**config.mk**
```make
export PLATFORM = sky130hd
export DESIGN_NAME = alu_issue_unit
export DESIGN_NICKNAME = d
export VERILOG_FILES = /design/src/rtl/alu_pkg.sv /design/src/rtl/alu_req_fifo.sv /design/src/rtl/alu_issue_unit.sv
export SDC_FILE = /design/constraint.sdc
export NUM_CORES = 1
export LEC_CHECK = 0
export CELL_PAD_IN_SITES_DETAIL_PLACEMENT = 0
export CELL_PAD_IN_SITES_GLOBAL_PLACEMENT = 2
export CORE_MARGIN = 2
export CORE_UTILIZATION = 41
export DETAILED_ROUTE_END_ITERATION = 16
export PLACE_DENSITY = 0.81
export SLEW_MARGIN = 20
export SYNTH_ARGS = -nofsm -noshare
export SYNTH_HDL_FRONTEND = slang
export SYNTH_SLANG_ARGS = --single-unit
```
**constraint.sdc**
```tcl
create_clock -name clk -period 5.1 [get_ports clk]
set_input_delay 1.02 -clock clk [delete_from_list [all_inputs] [get_ports clk]]
set_output_delay 1.02 -clock clk [all_outputs]
set_load 0.02 [all_outputs]
```
**src/rtl/alu_pkg.sv**
```systemverilog
// Shared ALU definitions: control codes, R-type funct values, field positions and issue FSM states.
// Also used by the standalone ALU control decoder.
package alu_pkg;

    localparam logic [3:0] AluCtlAnd     = 4'd0;
    localparam logic [3:0] AluCtlOr      = 4'd1;
    localparam logic [3:0] AluCtlAdd     = 4'd2;
    localparam logic [3:0] AluCtlSub     = 4'd6;
    localparam logic [3:0] AluCtlSlt     = 4'd7;
    localparam logic [3:0] AluCtlNor     = 4'd12;
    localparam logic [3:0] AluCtlInvalid = 4'd15;

    localparam logic [5:0] FunctAdd = 6'd32;
    localparam logic [5:0] FunctSub = 6'd34;
    localparam logic [5:0] FunctAnd = 6'd36;
    localparam logic [5:0] FunctOr  = 6'd37;
    localparam logic [5:0] FunctNor = 6'd39;
    localparam logic [5:0] FunctSlt = 6'd42;

    localparam int unsigned OpcodeMsb = 31;
    localparam int unsigned OpcodeLsb = 26;
    localparam int unsigned RdMsb     = 15;
    localparam int unsigned RdLsb     = 11;
    localparam int unsigned FunctMsb  = 5;
    localparam int unsigned FunctLsb  = 0;

    typedef enum logic [1:0] {
        StIdle,
        StDrive,
        StResult
    } issue_state_e;

    function automatic logic [3:0] decode_alu_ctl(input logic [31:0] instr);
        logic [3:0] ctl;
        ctl = AluCtlInvalid;
        if (instr[OpcodeMsb:OpcodeLsb] == 6'd0) begin
            case (instr[FunctMsb:FunctLsb])
                FunctAdd: ctl = AluCtlAdd;
                FunctSub: ctl = AluCtlSub;
                FunctAnd: ctl = AluCtlAnd;
                FunctOr:  ctl = AluCtlOr;
                FunctNor: ctl = AluCtlNor;
                FunctSlt: ctl = AluCtlSlt;
                default:  ctl = AluCtlInvalid;
            endcase
        end
        return ctl;
    endfunction

endpackage

```
**src/rtl/alu_req_fifo.sv**
```systemverilog
// Request queue for the ALU issue unit. Pointers carry one extra wrap bit so full and empty
// are distinguishable without a separate count.
module alu_req_fifo #(
    parameter int unsigned DEPTH = 4,
    parameter int unsigned DW    = 96
) (
    input  logic          i_clk,
    input  logic          i_rst,
    input  logic          i_push,
    input  logic [DW-1:0] i_wdata,
    input  logic          i_pop,
    output logic [DW-1:0] o_rdata,
    output logic          o_full,
    output logic          o_empty
);

    localparam int unsigned AW = $clog2(DEPTH);

    logic [AW:0]   r_wptr;
    logic [AW:0]   r_rptr;
    logic [DW-1:0] r_mem [DEPTH];
    logic          w_push;
    logic          w_pop;

    assign o_empty = (r_wptr == r_rptr);
    assign o_full  = (r_wptr[AW] != r_rptr[AW]) && (r_wptr[AW-1:0] == r_rptr[AW-1:0]);
    assign w_push  = i_push && !o_full;
    assign w_pop   = i_pop && !o_empty;
    assign o_rdata = r_mem[r_rptr[AW-1:0]];

    always_ff @(posedge i_clk or posedge i_rst) begin
        if (i_rst) begin
            r_wptr <= '0;
            r_rptr <= '0;
        end else begin
            if (w_push) r_wptr <= r_wptr + 1'b1;
            if (w_pop)  r_rptr <= r_rptr + 1'b1;
        end
    end

    always_ff @(posedge i_clk) begin
        if (w_push) r_mem[r_wptr[AW-1:0]] <= i_wdata;
    end

endmodule

```
**src/rtl/alu_issue_unit.sv**
```systemverilog
// Queues R-type requests, drives a combinational ALU from registers for one cycle, and returns
// the captured, rd-tagged result over a valid/ready handshake.
module alu_issue_unit
    import alu_pkg::*;
#(
    parameter int unsigned DEPTH = 4,
    parameter int unsigned W     = 32
) (
    input  logic         clk,
    input  logic         rst,
    input  logic         in_valid,
    output logic         in_ready,
    input  logic [31:0]  in_instr,
    input  logic [W-1:0] in_a,
    input  logic [W-1:0] in_b,
    output logic [3:0]   alu_ctl,
    output logic [W-1:0] alu_a,
    output logic [W-1:0] alu_b,
    input  logic [W-1:0] alu_out,
    input  logic         alu_zero,
    output logic         res_valid,
    input  logic         res_ready,
    output logic [W-1:0] res_data,
    output logic         res_zero,
    output logic [4:0]   res_rd,
    output logic         res_illegal
);

    localparam int unsigned DW = 32 + 2 * W;

    issue_state_e r_state;
    issue_state_e w_state_next;

    logic [DW-1:0] w_fifo_rdata;
    logic          w_full;
    logic          w_empty;
    logic          w_pop;
    logic          w_capture;
    logic          w_release;
    logic [31:0]   w_instr;
    logic [3:0]    w_ctl;

    logic [3:0]    r_alu_ctl;
    logic [W-1:0]  r_alu_a;
    logic [W-1:0]  r_alu_b;
    logic [4:0]    r_drv_rd;
    logic          r_drv_illegal;
    logic          r_res_valid;
    logic [W-1:0]  r_res_data;
    logic          r_res_zero;
    logic [4:0]    r_res_rd;
    logic          r_res_illegal;

    alu_req_fifo #(
        .DEPTH(DEPTH),
        .DW   (DW)
    ) u_req_fifo (
        .i_clk  (clk),
        .i_rst  (rst),
        .i_push (in_valid),
        .i_wdata({in_instr, in_a, in_b}),
        .i_pop  (w_pop),
        .o_rdata(w_fifo_rdata),
        .o_full (w_full),
        .o_empty(w_empty)
    );

    assign in_ready = !w_full;
    assign w_instr  = w_fifo_rdata[DW-1:2*W];
    assign w_ctl    = decode_alu_ctl(w_instr);

    always_comb begin
        w_state_next = r_state;
        w_pop        = 1'b0;
        w_capture    = 1'b0;
        w_release    = 1'b0;
        case (r_state)
            StIdle: begin
                if (!w_empty) begin
                    w_pop        = 1'b1;
                    w_state_next = StDrive;
                end
            end
            StDrive: begin
                w_capture    = 1'b1;
                w_state_next = StResult;
            end
            StResult: begin
                // Back-to-back: hand off the held result and start the next request together.
                if (res_ready) begin
                    w_release = 1'b1;
                    if (!w_empty) begin
                        w_pop        = 1'b1;
                        w_state_next = StDrive;
                    end else begin
                        w_state_next = StIdle;
                    end
                end
            end
            default: w_state_next = StIdle;
        endcase
    end

    always_ff @(posedge clk or posedge rst) begin
        if (rst) begin
            r_state       <= StIdle;
            r_alu_ctl     <= AluCtlInvalid;
            r_alu_a       <= '0;
            r_alu_b       <= '0;
            r_drv_rd      <= '0;
            r_drv_illegal <= 1'b0;
            r_res_valid   <= 1'b0;
            r_res_data    <= '0;
            r_res_zero    <= 1'b0;
            r_res_rd      <= '0;
            r_res_illegal <= 1'b0;
        end else begin
            r_state <= w_state_next;
            if (w_pop) begin
                r_alu_ctl     <= w_ctl;
                r_alu_a       <= w_fifo_rdata[2*W-1:W];
                r_alu_b       <= w_fifo_rdata[W-1:0];
                r_drv_rd      <= w_instr[RdMsb:RdLsb];
                r_drv_illegal <= (w_ctl == AluCtlInvalid);
            end
            if (w_capture) begin
                r_res_valid   <= 1'b1;
                r_res_data    <= r_drv_illegal ? '0 : alu_out;
                r_res_zero    <= r_drv_illegal ? 1'b1 : alu_zero;
                r_res_rd      <= r_drv_rd;
                r_res_illegal <= r_drv_illegal;
            end else if (w_release) begin
                r_res_valid <= 1'b0;
            end
        end
    end

    assign alu_ctl     = r_alu_ctl;
    assign alu_a       = r_alu_a;
    assign alu_b       = r_alu_b;
    assign res_valid   = r_res_valid;
    assign res_data    = r_res_data;
    assign res_zero    = r_res_zero;
    assign res_rd      = r_res_rd;
    assign res_illegal = r_res_illegal;

endmodule

```
==> metrics.yaml <==
power:
  p_sw_w: 0.00369
  intPower_w: 0.00876
  switching_share: 0.296
  p_comb_frac: 0.304
  p_clk_frac: 0.264
  powerDensity_nw_per_um2: 596
  ir_drop_mv: 0.375
  p_seq_frac: 0.432
  power.leakage_nw: 7.23
worst_setup_path:
  setup.worst_path.end_class: "primary output"
  rr_worst_depth: 4
  worstPathArrival_ps: 2420
  cp_max_fo: 30
  crit_start: "u_req_fifo.r_rptr[0]"
  crit_path_start_kind: "flop"
  crit_type: "reg -> out"
  r2r_start: "u_req_fifo.r_rptr[0]"
  critPathRequiredTime_ps: 4080
hold_path:
  hold_path_depth: 2
  hp-start: "res_data[26]"
  hold_path.class: "reg -> reg"
layout:
  area_delta_synth_final_pct: 26.6
  n_antenna_cell: 0
  nFillCells: 3233
  multi_input_area_um2: 3500
  drive_above_1_share: 0.192
  layout_common_cells: "edfxtp_1, clkdlybuf4s50_1, dfrtp_1"
  final_common_cell: "edfxtp_1"
  register_area_um2: 12800
  nets: 1199
yosys:
  syn_area_um2: 16500
  synth_top_cell_area_share: 0.590
  synth_warnings: 0
  synthTopCellsByArea: "edfxtp_1, dfrtp_1, mux4_2"
  seq_area_frac_synth: 0.776
  synthDistinctLibCells: 38
  synth.avg_cell_area_um2: 20.4
  syn_nets: 945
  synth-seq-cells: 446
  yosys.area.top_type: "edfxtp_1"
  synth_cells: 807
routing:
  drc: 0
  drt_pre_antenna_iters: 6
  ant_nets: 0
  vias_per_cell: 4.98
  vias: 8105
  wirelength_mm: 32.8
  wl_per_cell_um: 20.2
  drt-initial-drc-count: 487
flow_run:
  maxCapViolations: 0
sta:
  final_max_slew_viol_count: 0
  rsz0062_at_grt: "false"
  setup_violations: 0
  max-slew-margin-rel: 0.300
  worst_slew_pin_slew_ps: 1050
  clock.fmax_ghz: 0.291
  fin_crit_sh: 0.674
  final.setup_skew_ps: 14.8
  hold_viol: 0
  worst_hold_slack_ps: 477
  fin_crit_ps: 3440
  tns_ps: 0
placement:
  dp_hpwl_mm: 19.3
  numPortBuffers: 226
  place_congestion: 0.715
clocking:
  cts-buffers-inserted: 48
  clk_latency_ps: 570
  cts_root_buf: "clkbuf_16"
  post_cts_buffers: 0
  cts_sinks: 446
  cts_resized: 0
  cts_tree: "yes"
  clock_path_buffers: 3
  cts.reportedPaths.clkPinSlew_ps: 60
  hold_buffers: 0
  htreeDepth: 2
floorplan:
  fp.dieArea_um2: 41800
  io_pins: 242
  fp-row-count: 73
  initial_core_util: 0.415
  chipHeight_um: 205
  die_w_um: 205
  core_um2: 39700
grt:
  grt_first_pass_wirelength_mm: 50.9
  grt_max_degree: 82
  antenna_found_initial: 2
  grt_pass1_vias: 8755
  grtUsageTotal: 0.162
  grt_remaining_overflow: 0
outcome:
  outcome: "finished, final reports clean"
==> Yosys cell counts, drive strengths merged <==
library cell,instances
xnor2,6
edfxtp,324
xor2,2
and3,4
buf,26
nor4,4
a211o,1
a31oi,3
nor3b,1
mux4,73
nor2,10
o21ai,36
mux2,76
ha,5
inv,6
nand2,39
nor4b,1
dfstp,4
dfrtp,118
a41oi,1
o21a,1
nand2b,37
a21boi,1
nor4bb,1
a21oi,6
nand3,3
nand3b,1
and3b,2
and2,1
nor3,2
clkbuf,12
==> per-stage QoR <==
step	instance area, um2	utilization	worst slack (ps)	cells	total power (W)
6_report	20900	0.525	1660	1626	0.0124
5_1_grt	20900	0.525	1440	1626	0.0131
4_1_cts	20900	0.525	1560	1626	0.0127
3_5_place_dp	19400	0.488	1790	1536	0.00934
3_3_place_gp	19400	0.488	1800	1536	0.00926
2_1_floorplan	16500	-	844	807	0.00793
==> state kept, by name, summed over array words and instances, names as in the netlist, 4 cells and up <==
name	flops
r_drv_rd	5
alu_b	32
alu_ctl	4
alu_a	32
res_rd	5
res_data	32
u_req_fifo.r_mem	324
==> power by group through the flow <==
stage / Sequential [W] / Clock [W] / Combinational (W)
final: 0.00538 / 0.00329 / 0.00378
after global routing: 0.00549 / 0.00355 / 0.00410
after CTS: 0.00540 / 0.00340 / 0.00389
after detailed placement: 0.00546 / 0 / 0.00388
after global placement: 0.00543 / 0 / 0.00383
after floorplan: 0.00566 / 0 / 0.00227
==> final cells by class <==
cell class	count	share of cell area
Tap cell	525	0.0315
Timing Repair Buffer	242	0.115
Clock inverter	20	0.00623
Clock buffer	70	0.0659
Sequential cell	446	0.613
Inverter	6	0.00132
Multi-Input combinational cell	317	0.168
==> worst paths after layout <==
check / to / slack [ps]
worst max-delay path: in_ready / 1660
worst min-delay path: res_data[26] / 480
worst max register to register: u_req_fifo.r_mem[2][6] / 2270
worst min register to register: res_data[26] / 480
max in group asynchronous: res_data[9] / 3200
min in group asynchronous: res_data[15] / 1020
==> worst max-delay path: stages, from the launching register on <==
cell	delay (ps)
dfrtp_4	780
xnor2_1	160
nand3b_1	220
clkdlybuf4s50_1	690
==> logic make-up (layout without fill, tap and decap cells) <==
| logic type | count (synthesis) | after routing | share of synthesized area |
|---|---|---|---|
| DFF | 446 | 446 | 0.776 |
| and+or+nand+nor | 106 | 106 | 0.0337 |
| buffers and inverters | 44 | 338 | 0.0138 |
| muxes | 149 | 149 | 0.152 |
| adders and majority gates | 5 | 5 | 0.00379 |
| AOI/OAI and AO/OA | 49 | 49 | 0.0163 |
| xor gates and xnor gates | 8 | 8 | 0.00471 |
==> layer usage <==
layer,wire (um),global-route usage,vias to the layer above
met2,15700,0.267,219
met1,14200,0.210,4159
met5,31,0,-
li1,-,-,3672
met3,2360,0.0498,51
met4,524,0.0399,4
Note: power is estimated with default switching activity, not from simulation.
